<file path="src/rtl/muldiv_pkg.sv">
// Shared definitions for the iterative multiply/divide unit.
// Provides the operation encoding seen on the op port, the controller
// state encoding, and the number of shift/add or shift/subtract
// iterations needed for one full operation.
package muldiv_pkg;

  // Operation codes as presented on the op port by the decoder.
  typedef enum logic [1:0] {
    MULT  = 2'd0,
    MULTU = 2'd1,
    DIV   = 2'd2,
    DIVU  = 2'd3
  } muldiv_op_t;

  // Controller states: waiting, iterating, committing the result.
  typedef enum logic [1:0] {
    IDLE   = 2'd0,
    CALC   = 2'd1,
    FINISH = 2'd2
  } muldiv_state_t;

  // One iteration per operand bit; must match the WIDTH of the unit.
  localparam int MULDIV_ITERS = 32;

endpackage

</file>
<file path="src/rtl/muldiv_unit.sv">
// Iterative multiply/divide unit owning the architectural HI/LO pair.
// MULT/MULTU use a shift-add multiplier, DIV/DIVU a restoring divider;
// both work on operand magnitudes and share one double-width working
// register and one (WIDTH+1)-bit adder/subtractor. Signs are fixed up
// in the FINISH cycle before HI/LO are written.
//
// Ports:
//   CLK          clock, rising-edge
//   reset        asynchronous active-high reset, clears all state
//   start        request a new operation (sampled only while idle)
//   op           operation code, see muldiv_op_t
//   a, b         operands (rs / rt)
//   hi_we, lo_we MTHI / MTLO write enables (honoured only while idle)
//   wd           MTHI / MTLO write data
//   busy         operation in flight (registered)
//   done         one-cycle pulse after the result has been committed
//   hi, lo       architectural HI and LO registers
module muldiv_unit
  import muldiv_pkg::*;
#(
  parameter int WIDTH = 32
) (
  input  logic             CLK,
  input  logic             reset,
  input  logic             start,
  input  logic [1:0]       op,
  input  logic [WIDTH-1:0] a,
  input  logic [WIDTH-1:0] b,
  input  logic             hi_we,
  input  logic             lo_we,
  input  logic [WIDTH-1:0] wd,
  output logic             busy,
  output logic             done,
  output logic [WIDTH-1:0] hi,
  output logic [WIDTH-1:0] lo
);

  localparam int W2 = 2 * WIDTH;

  muldiv_state_t    state_q, state_d;
  muldiv_op_t       op_q, op_d;
  logic [WIDTH-1:0] magA_q, magA_d;
  logic [WIDTH-1:0] magB_q, magB_d;
  logic [WIDTH-1:0] rawA_q, rawA_d;
  logic [WIDTH-1:0] hi_q, hi_d;
  logic [WIDTH-1:0] lo_q, lo_d;
  logic [W2-1:0]    work_q, work_d;
  logic [4:0]       cnt_q, cnt_d;
  logic             negRes_q, negRes_d;
  logic             negRem_q, negRem_d;
  logic             busy_q, busy_d;
  logic             done_q, done_d;

  muldiv_op_t       opIn;
  logic             inSigned;
  logic             inDiv;
  logic             isDiv;
  logic [WIDTH:0]   addA;
  logic [WIDTH:0]   addB;
  logic [WIDTH+1:0] addRes;
  logic [W2-1:0]    prodFix;
  logic [WIDTH-1:0] quotFix;
  logic [WIDTH-1:0] remFix;

  // Shared adder/subtractor. For multiply it adds the multiplicand into
  // the upper half of the accumulator; for divide it trial-subtracts the
  // divisor from the partial remainder shifted left by one (the top
  // WIDTH+1 bits of the working register). The extra MSB is the borrow.
  always_comb begin
    opIn     = muldiv_op_t'(op);
    inSigned = (opIn == MULT) || (opIn == DIV);
    inDiv    = (opIn == DIV) || (opIn == DIVU);
    isDiv    = (op_q == DIV) || (op_q == DIVU);
    addA     = isDiv ? work_q[W2-1:WIDTH-1] : {1'b0, work_q[W2-1:WIDTH]};
    addB     = {1'b0, isDiv ? magB_q : magA_q};
    addRes   = isDiv ? ({1'b0, addA} - {1'b0, addB})
                     : ({1'b0, addA} + {1'b0, addB});
  end

  // Sign correction applied in FINISH. The remainder follows the dividend
  // sign, the product and quotient are negated when operand signs differ.
  always_comb begin
    prodFix = negRes_q ? -work_q : work_q;
    quotFix = negRes_q ? -work_q[WIDTH-1:0] : work_q[WIDTH-1:0];
    remFix  = negRem_q ? -work_q[W2-1:WIDTH] : work_q[W2-1:WIDTH];
  end

  // Next-state logic for the controller and the datapath. In IDLE the
  // unit accepts MTHI/MTLO and a new operation in the same cycle; during
  // CALC one multiplier or quotient bit is resolved per cycle; FINISH
  // commits the corrected result to HI/LO and raises done.
  always_comb begin
    state_d  = state_q;
    op_d     = op_q;
    magA_d   = magA_q;
    magB_d   = magB_q;
    rawA_d   = rawA_q;
    hi_d     = hi_q;
    lo_d     = lo_q;
    work_d   = work_q;
    cnt_d    = cnt_q;
    negRes_d = negRes_q;
    negRem_d = negRem_q;
    busy_d   = busy_q;
    done_d   = 1'b0;

    case (state_q)
      IDLE: begin
        if (hi_we) hi_d = wd;
        if (lo_we) lo_d = wd;
        if (start) begin
          op_d     = opIn;
          magA_d   = (inSigned && a[WIDTH-1]) ? -a : a;
          magB_d   = (inSigned && b[WIDTH-1]) ? -b : b;
          rawA_d   = a;
          negRes_d = inSigned && (a[WIDTH-1] ^ b[WIDTH-1]);
          negRem_d = inSigned && a[WIDTH-1];
          // Multiply keeps the multiplier in the low half and shifts it
          // out as the product shifts in; divide keeps the dividend there
          // and shifts quotient bits in behind it.
          work_d   = inDiv ? {{WIDTH{1'b0}}, magA_d} : {{WIDTH{1'b0}}, magB_d};
          cnt_d    = 5'd0;
          busy_d   = 1'b1;
          state_d  = CALC;
        end
      end

      CALC: begin
        cnt_d = cnt_q + 5'd1;
        if (isDiv) begin
          // Borrow set means the shifted remainder is below the divisor:
          // keep it (restore) and shift in a 0 quotient bit.
          if (addRes[WIDTH+1]) begin
            work_d = {work_q[W2-2:0], 1'b0};
          end else begin
            work_d = {addRes[WIDTH-1:0], work_q[WIDTH-2:0], 1'b1};
          end
        end else begin
          if (work_q[0]) begin
            work_d = {addRes[WIDTH:0], work_q[WIDTH-1:1]};
          end else begin
            work_d = {1'b0, work_q[W2-1:1]};
          end
        end
        if (cnt_q == 5'(MULDIV_ITERS - 1)) state_d = FINISH;
      end

      FINISH: begin
        if (isDiv) begin
          // Divide by zero returns all ones and the untouched dividend.
          if (magB_q == '0) begin
            lo_d = '1;
            hi_d = rawA_q;
          end else begin
            lo_d = quotFix;
            hi_d = remFix;
          end
        end else begin
          hi_d = prodFix[W2-1:WIDTH];
          lo_d = prodFix[WIDTH-1:0];
        end
        done_d  = 1'b1;
        busy_d  = 1'b0;
        state_d = IDLE;
      end

      default: begin
        state_d = IDLE;
        busy_d  = 1'b0;
      end
    endcase
  end

  // State registers. Reset is asynchronous so an in-flight operation is
  // abandoned immediately and HI/LO read as zero from that moment.
  always_ff @(posedge CLK or posedge reset) begin
    if (reset) begin
      state_q  <= IDLE;
      op_q     <= MULT;
      magA_q   <= '0;
      magB_q   <= '0;
      rawA_q   <= '0;
      hi_q     <= '0;
      lo_q     <= '0;
      work_q   <= '0;
      cnt_q    <= 5'd0;
      negRes_q <= 1'b0;
      negRem_q <= 1'b0;
      busy_q   <= 1'b0;
      done_q   <= 1'b0;
    end else begin
      state_q  <= state_d;
      op_q     <= op_d;
      magA_q   <= magA_d;
      magB_q   <= magB_d;
      rawA_q   <= rawA_d;
      hi_q     <= hi_d;
      lo_q     <= lo_d;
      work_q   <= work_d;
      cnt_q    <= cnt_d;
      negRes_q <= negRes_d;
      negRem_q <= negRem_d;
      busy_q   <= busy_d;
      done_q   <= done_d;
    end
  end

  assign busy = busy_q;
  assign done = done_q;
  assign hi   = hi_q;
  assign lo   = lo_q;

endmodule

</file>
<file path="config.mk">
export PLATFORM = sky130hd
export DESIGN_NAME = muldiv_unit
export DESIGN_NICKNAME = d
export VERILOG_FILES = /design/src/rtl/muldiv_pkg.sv /design/src/rtl/muldiv_unit.sv
export SDC_FILE = /design/constraint.sdc
export NUM_CORES = 1
export LEC_CHECK = 0
export ABC_AREA = 0
export BUFFER_PORTS_ARGS = -buffer_cell sky130_fd_sc_hd__buf_2
export CAP_MARGIN = 20
export CORE_MARGIN = 1
export CORE_UTILIZATION = 55
export CTS_CLUSTER_SIZE = 25
export DETAILED_ROUTE_END_ITERATION = 8
export GPL_TIMING_DRIVEN = 0
export PLACE_DENSITY = 0.79
export REMOVE_ABC_BUFFERS = 1
export SLEW_MARGIN = 20
export SYNTH_ARGS = -nofsm -noshare
export SYNTH_HDL_FRONTEND = slang
export SYNTH_SLANG_ARGS = --single-unit
</file>
<file path="constraint.sdc">
create_clock -name CLK -period 6.85 [get_ports CLK]
set_input_delay 0.685 -clock CLK [delete_from_list [all_inputs] [get_ports CLK]]
set_output_delay 0.685 -clock CLK [all_outputs]
set_load 0.02 [all_outputs]
</file>
# [Yosys cells after proc, flatten, opt, wreduce, memory -nomap -nowiden]
# Index checks and enable logic that the tools add are counted.
[word_totals] regBits=237 latch_bits=0 mem_bits_rw=0 memories=0 mem_bits_ro=0
[classes] muxes=30 shift=0 order_cmp=0 eq_ne=11 div_mod_pow=0 bitwise=2 n_reduce_logical=17 addsub=8 mul=0
[op_table] cell="$mux W32" n=12
[op_table] cell="$mux W64" n=5
[op_table] cell="$neg A32 Y32" n=4
[op_table] cell="$pmux W32 S2" n=2
[op_table] cell="$pmux W64 S2" n=1
[op_table] cell="$neg A64 Y64" n=1
[op_table] cell="$add A33 B32 Y34" n=1
[op_table] cell="$mux W34" n=1
[op_table] cell="$sub A33 B32 Y34" n=1
[op_table] cell="$mux W33" n=1
[op_table] cell="$logic_not A32 Y1" n=1
[op_table] cell="$reduce_and A2 Y1" n=6
[op_table] cell="$eq A2 B2 Y1 const B" n=5
[op_table] cell="$pmux W5 S2" n=1
[op_table] cell="$ne A2 B2 Y1 const B" n=4
[op_table] cell="$add A5 B1 Y5 const B" n=1
[op_table] cell="$eq A5 B5 Y1 const B" n=1
[op_table] cell="$mux W5" n=1
[op_table] cell="$logic_not A2 Y1" n=2
[op_table] cell="$mux W2" n=2
[op_table] cell="$pmux W2 S2" n=1
[op_table] cell="$reduce_bool A2 Y1" n=2
[op_table] cell="$logic_and A1 B1 Y1" n=3
[op_table] cell="$logic_or A1 B1 Y1" n=3
[op_table] cell="5 further kinds" n=6

# [Logic depth before layout (Yosys ltp)]
# Gate-level depths: netlist (run 1).
[depth] word_depth=8 depth_mapped=30

# [Worst setup path before layout (run 1)]
# No wires, ideal clock.
[synth_timing] path_kind="reg2reg" from="reg op_q[1]" to="reg work_q[63]" setup_slack_ns=0.735 stages_incl_launch_ff=29 setup_time_ns=0.144 arrival_time_ns=5.972 path_cell_list="dfrtp_1 > buf_2 > buf_2 > clkbuf_1 > buf_2 > buf_2 > buf_1 > clkbuf_1 > mux2i_1 > ha_1 > o21ai_0 > nor4_1 > and2_1 > nand2_1 > or3_1 > xnor2_1 > nor2_1 > a21oi_1 > ha_1 > clkbuf_1 > a21o_1 > a21oi_1 > o221ai_1 > nand3_1 > nand3_1 > nor2_2 > buf_2 > mux2i_1 > a32oi_1"
[synth_between] elab_chain_len=8 word_cells_on_any_way=12 cone_classes="2 x add/sub; 2 x eq/ne; 7 x mux; 1 x reduce/logical"
[synth_lines] element="from (decl)" line="muldiv_unit.sv:41" text="muldiv_op_t op_q, op_d;"
[synth_lines] element="from (signal assigned)" line="muldiv_unit.sv:193" text="op_q <= op_d;"
[synth_lines] element="$eq A2 B2 Y1" line="muldiv_unit.sv:73" text="isDiv = (op_q == DIV) || (op_q == DIVU);"
[synth_lines] element="$logic_or A1 B1 Y1 (*)" line="muldiv_unit.sv:73"
[synth_lines] element="$mux W33 / $mux W32 (equally long branches)" line="muldiv_unit.sv:74, muldiv_unit.sv:75"
[synth_lines] element="$add A33 B32 Y34 / $sub A33 B32 Y34 (equally long branches)" line="muldiv_unit.sv:77, muldiv_unit.sv:76"
[synth_lines] element="$mux W34" line="muldiv_unit.sv:76" text="addRes = isDiv ? ({1'b0, addA} - {1'b0, addB})"
[synth_lines] element="$mux W64 (on tied branches)" line="muldiv_unit.sv:139, muldiv_unit.sv:133"
[synth_lines] element="$mux W64 (*)" line="muldiv_unit.sv:130" text="if (isDiv) begin"
[synth_lines] element="$pmux W64 S2 (*)" line="muldiv_unit.sv:107" text="case (state_q)"
[synth_lines] element="to (signal assigned)" line="muldiv_unit.sv:199" text="work_q <= work_d;"
[synth_lines] element="to (decl)" line="muldiv_unit.sv:47" text="logic [W2-1:0] work_q, work_d;"
# Every way passes the cells marked *; elsewhere a longest branch is shown, timed or not.
# A chain may end at the register's enable or synchronous reset.

# [Worst setup path after layout (run 1)]
[layout_timing] from="reg op_q[1]" to="reg work_q[54]"
# The elaborated chain is that of the path after synthesis.

==> run metrics, run 1 <==
Final Non-Filler Cells=2747; Max-Cap Viols=0; drt wl/cell=around 21 µm; Period minus WS final=6390 ps; PortBufs=168; Core Region=about 32000 µm²; metal1 wirelength=23.2 mm; Slew Limit Fails=0; layout cells sized above 1=0.140; number of flops mapped to enable cells by yosys=0; Area Growth Syn to Fin=11.4%; Worst-path clk slew=approximately 60 ps; Async SR Flop Fraction=1.00; critical path data arrival time=6820 ps; first-pass GRT wire length=90.1 mm; cell chosen for the clock root=clkbuf_16; ANT nets after route=0; top layer in use=met4; die area=33300 µm²; CP startpoint kind=register; total negative setup slack=0 ps; Worst-Skew Late Latency=560 ps; synth unique cells=85; Post-Syn Instances=2257; initial antenna violation count=0; met3 routed wirelength=5.32 mm; CTS Sinks=~240; Max VDD drop=roughly 0.33 mV; Hold Path Class=input port to asynchronous set/reset pin; gpl congestion=0.970; Starting Density=0.563; drt pass-1 iters=6; Via Count=roughly 18000; top area cells in the synthesized netlist=dfrtp_1 (33%), nand2_1 (7.8%), o21ai_0 (6.1%); Slew HR=0.175; H-tree depth=1; CP Capture Type=register; Cell Area, Synth=17900 µm²; Avg Inst Size Synth=7.93 µm²; routed wl met2=25.6 mm; Ports=169; f_max=157 MHz; Final Hold Vio Count=0; Leak Pwr=8.57 nW; dominant cell type by area after synthesis=dfrtp_1; status=finished clean; dpl cells=2693; Synth Flop Type=dfrtp_1; die height=182 µm; vias in the first global route=16500; register area share after synthesis=0.329; drt initial violations=around 2200; CTS tree=done; DRT Wirelength=57.5 mm; Setup Skew=between 20 and 30 ps; Period Utilization, post-route=0.933; Crit Path Class=register to register; final net count=2435; Critical Path RT=between 7000 and 8000 ps; PwrDens=597 nW/µm²; clk buf depth=3; # hold bufs at CTS=0; Seq cells post-synth=235; num rows=65; Synth top area share=0.329; largest net degree at the start of global routing=95; die width=182 µm; ANT cells=0; fin util=0.627; Yosys warning count=0; Vias/cell=6.49; DRC Markers=0; remaining global-route overflow=0; Tightest Pin Transition=1240 ps; cts bufs inserted=27; crit path max fanout=71; DP HPWL=41.8 mm; Final setup viols=0; Tot GR Track Use=0.342
## placed cells by master (no fill, tap or decap), types with 43 or more instances in the layout
cell,n
a211oi_1,43
nand2_1,371
mux2i_1,71
dfrtp_1,232
nor2_1,161
o21ai_0,218
nor3_1,75
xnor2_1,101
a21oi_1,163
buf_2,168
xor2_1,102
## cell usage after synthesis, types with 25 or more instances
library cell    n
nand2_1       373
dfrtp_1       235
o21ai_0       218
a21oi_1       163
nor2_1        163
clkbuf_1      142
xor2_1        102
xnor2_1       101
nor3_1         75
mux2i_1        71
a211oi_1       43
ha_1           39
o221ai_1       36
mux2_2         35
inv_1          32
o22ai_1        32
nand3_1        25
## path summary, 6_finish.rpt
| path | from | endpoint | slack, ps | cells past startpoint |
|---|---|---|---|---|
| setup / recovery | op_q[1]$_DFFE_PP0P_ | work_q[54]$_DFFE_PP0P_ | 460 | 21 |
| hold / removal | reset | lo[4]$_DFFE_PP0P_ | 240 | 2 |
| setup reg to reg | op_q[1]$_DFFE_PP0P_ | work_q[54]$_DFFE_PP0P_ | 460 | 21 |
| hold reg to reg | lo[7]$_DFFE_PP0P_ | lo[7]$_DFFE_PP0P_ | 470 | 1 |
| max in group asynchronous | reset | op_q[1]$_DFFE_PP0P_ | 5360 | 4 |
| min in group CLK | a[4] | rawA_q[4]$_DFFE_PP0P_ | 390 | 3 |
## area by class of cell
| cell class | count | area (µm²) |
|---|---|---|
| repair buffers | 188 | 1250 |
| clock inverters | 12 | 141 |
| multi-input cells | 1806 | 11200 |
| fillers | 2710 | 11900 |
| clock buffers | 37 | 763 |
| well taps | 435 | 544 |
| inverters | 34 | 136 |
| flip-flops and latches | 235 | 5890 |
## per-stage QoR
stage / cell area [µm²] / power [mW] / setup slack (ps) / hold WS [ps]
2_1_floorplan: 17200 / 8.20 / -1810 / 446
3_3_place_gp: 18600 / 9.92 / -5280 / 457
3_5_place_dp: 19000 / 10.1 / -39.5 / 461
4_1_cts: 19900 / 11.7 / 279 / 274
5_1_grt: 19900 / 12.8 / -9.78 / 294
6_report: 19900 / 11.9 / 461 / 237
## repair_timing
item | CTS | global route
pin swaps | 0 | 1
gates resized for setup | 1 | 2
setup endpoints to repair | 2 | 25
setup buffers | 0 | 5
cloned | 0 | 0
## kinds of logic after synthesis
family | synth area share
AO/OA/AOI/OAI | 0.228
XOR/XNOR | 0.0993
adder cells (fa/ha/maj) | 0.0284
buffers and inverters | 0.0482
flip-flops | 0.329
multiplexers | 0.0617
AND/OR/NAND/NOR | 0.206
## where the power goes
| part | leakage, nW | switching, mW | internal, mW | total (mW) |
|---|---|---|---|---|
| clock | 0.449 | 0.613 | 0.889 | 1.50 |
| sequential | 2.86 | 1.09 | 2.07 | 3.16 |
| combinational | 5.27 | 4.16 | 3.07 | 7.24 |
| total | 8.57 | 5.87 | 6.04 | 11.9 |
## metal layers
layer | global-route usage | up-vias
li1 | - | 8128
met1 | 0.458 | 8457
met2 | 0.534 | 1041
met3 | 0.0527 | 210
met4 | 0.178 | 0
met5 | 0 | -
## sequential cells by signal, indices dropped and copies added, names as in the netlist, 2 cells and up
| signal | count |
|---|---|
| rawA_q | 31 |
| lo | 32 |
| work_q | 64 |
| magB_q | 32 |
| magA_q | 32 |
| cnt_q | 5 |
| state_q | 2 |
| hi | 32 |
## critical path: stages (launching register included)
cell and delay (ps):
dfrtp_4 710, buf_16 340, buf_16 280, mux2i_1 300, ha_1 280, o21ai_0 300
nor4_2 420, and2_1 300, nand2_1 170, or3_1 460, nor4_1 260, xor2_1 180
nor2_1 50, a21oi_1 240, ha_1 270, and2_1 240, nand3_1 100, nor2_1 270
o22a_4 440, mux2i_1 250, nor2_1 60, a211o_1 290
Note: power is estimated with default switching activity, not from simulation.
==> inputs of run 2 (changes only) <==
CORE_UTILIZATION = 64   (was 55)
PLACE_DENSITY = 0.86   (was 0.79)
clock period = 7.66 ns   (was 6.85 ns; I/O delays follow)
==> run 2 against run 1 <==
Combinational power decreased by 11%. Power decreased by 10%. Count of clock-buffer cells in the layout increased by 3. Sequential share of layout area increased by 0.12 points. Clock power decreased by 5%. Worst setup slack got worse by 33 ps. Non-clock buffer count decreased by 4. Critical path type unchanged. Core utilization increased by 10 points. Critical path depth unchanged.
==> run metrics, run 2 (synthesized netlist as in run 1, its figures left out) <==
# hold bufs at CTS=0; PwrDens=538 nW/µm²; Power, Total=10.7 mW; max reg flops=64; Slew HR=0.218; drt wl/cell=about 22 µm; remaining global-route overflow=0; Tightest Pin Transition=~1200 ps; Final Hold Vio Count=0; Max VDD drop=0.313 mV; die area=approximately 29000 µm²; vias in the first global route=17000; most common cell after layout, fill and taps aside=nand2_1; Leak Pwr=8.57 nW; gpl congestion=0.995; Worst-path clk slew=approximately 60 ps; H-tree depth=1; drt initial violations=2107; Setup Skew=8.98 ps; die width=between 150 and 200 µm; most frequent cells in the layout=nand2_1 (372), dfrtp_1 (232), o21ai_0 (218); footprint of the multi-input gates=roughly 11000 µm²; Core Region=27200 µm²; Area Growth Syn to Fin=11.0%; Critical Path RT=8140 ps; cts bufs inserted=27; Vias/cell=about 6.7; first-pass GRT wire length=91.6 mm; critical path data arrival time=7710 ps; layout cells sized above 1=0.138; RSZ-0062 raised after global routing=false; Final setup viols=0; Max-Cap Viols=0; crit path max fanout=74; initial antenna violation count=1; CTS Sinks=235; Starting Density=0.659; Slew Limit Fails=0; dpl ws=585 ps; final net count=~2400; Period Utilization, post-route=0.944; area of all placed cells without fillers=19900 µm²; cell chosen for the clock root=clkbuf_16; Worst-Skew Late Latency=550 ps; Hold Path Class=input port to asynchronous set/reset pin; CTS tree=done; fillcell total=2117; largest net degree at the start of global routing=between 100 and 150; Via Count=18000; Period minus WS final=7230 ps; ANT cells=0; clk buf depth=3; post-cts resize count=0; dpl cell area=roughly 19000 µm²; DRC Markers=0; die height=about 170 µm; Reg with most FFs=work_q; num rows=60; DP HPWL=41.5 mm; Tot GR Track Use=0.404; f_max=138 MHz; sequential standard cell area=5890 µm²; drt pass-1 iters=8; CP startpoint kind=register; DRT Wirelength=58.4 mm; ANT nets after route=0; Post-CTS Setup Repair Bufs=0; fin util=0.731; Crit Path Class=register to register; CP Capture Type=register; status=finished clean; final setup margin=428 ps; Ports=169; PortBufs=168
## run 2: cell types whose count changed in the layout (fill, tap and decap cells not counted), sizes merged
cell / previous run / this run
buf: 188 / 184
clkbuf: 37 / 40
clkinv: 8 / 5
bufinv: 3 / 5
clkinvlp: 1 / 0
inv: 34 / 33
## run 2: worst max-delay path: stages (launching register included)
cell and delay (ps):
dfrtp_4 650, buf_12 300, buf_16 340, buf_12 300
mux2i_1 300, ha_1 280, o21ai_0 280, nor4_1 560
and2_1 300, xor2_1 170, nand2_1 60, o21ai_0 140
ha_1 380, a21oi_1 290, o221ai_1 210, a211oi_1 300
a21boi_0 520, nor2_1 180, nor2_2 860, mux2_2 420
a21oi_1 140, a22o_1 140
## run 2: final cells by class
type	count	area share
Sequential cell	235	0.296
Clock inverter	9	0.00857
Inverter	34	0.00686
Timing Repair Buffer	184	0.0603
Tap cell	372	0.0234
Clock buffer	40	0.0405
Multi-Input combinational cell	1806	0.564
## run 2: per-layer routing
| layer | share of wire | GRT usage | up-vias |
|---|---|---|---|
| met1 | 0.39 | 0.528 | 8598 |
| met2 | 0.45 | 0.645 | 1092 |
| met4 | 0.060 | 0.208 | 0 |
| met3 | 0.095 | 0.0683 | 232 |
| li1 | - | - | 8110 |
| met5 | 0 | 0 | - |
## run 2: per-stage QoR
stage	cells	TNS, ps	hold WS, ps
after global placement	2615	-687570	457
after global routing	2680	0	267
after floorplan	2075	-26150	446
after CTS	2680	0	249
final	2680	0	217
after detailed placement	2631	0	461
## run 2: worst paths after layout
kind	from	end	slack, ps	cells past startpoint
worst max-delay path	op_q[1]$_DFFE_PP0P_	work_q[58]$_DFFE_PP0P_	430	21
max in group asynchronous	reset	op_q[1]$_DFFE_PP0P_	6180	4
worst max register to register	op_q[1]$_DFFE_PP0P_	work_q[58]$_DFFE_PP0P_	430	21
worst min register to register	lo[11]$_DFFE_PP0P_	lo[11]$_DFFE_PP0P_	470	1
worst min-delay path	reset	lo[3]$_DFFE_PP0P_	220	2
min in group CLK	a[29]	rawA_q[29]$_DFFE_PP0P_	470	3
## run 2: power by group
group / switching (mW) / internal [mW] / leakage (nW)
logic: 3.74 / 2.67 / 5.23
clock network: 0.544 / 0.889 / 0.482
registers: 0.995 / 1.85 / 2.86
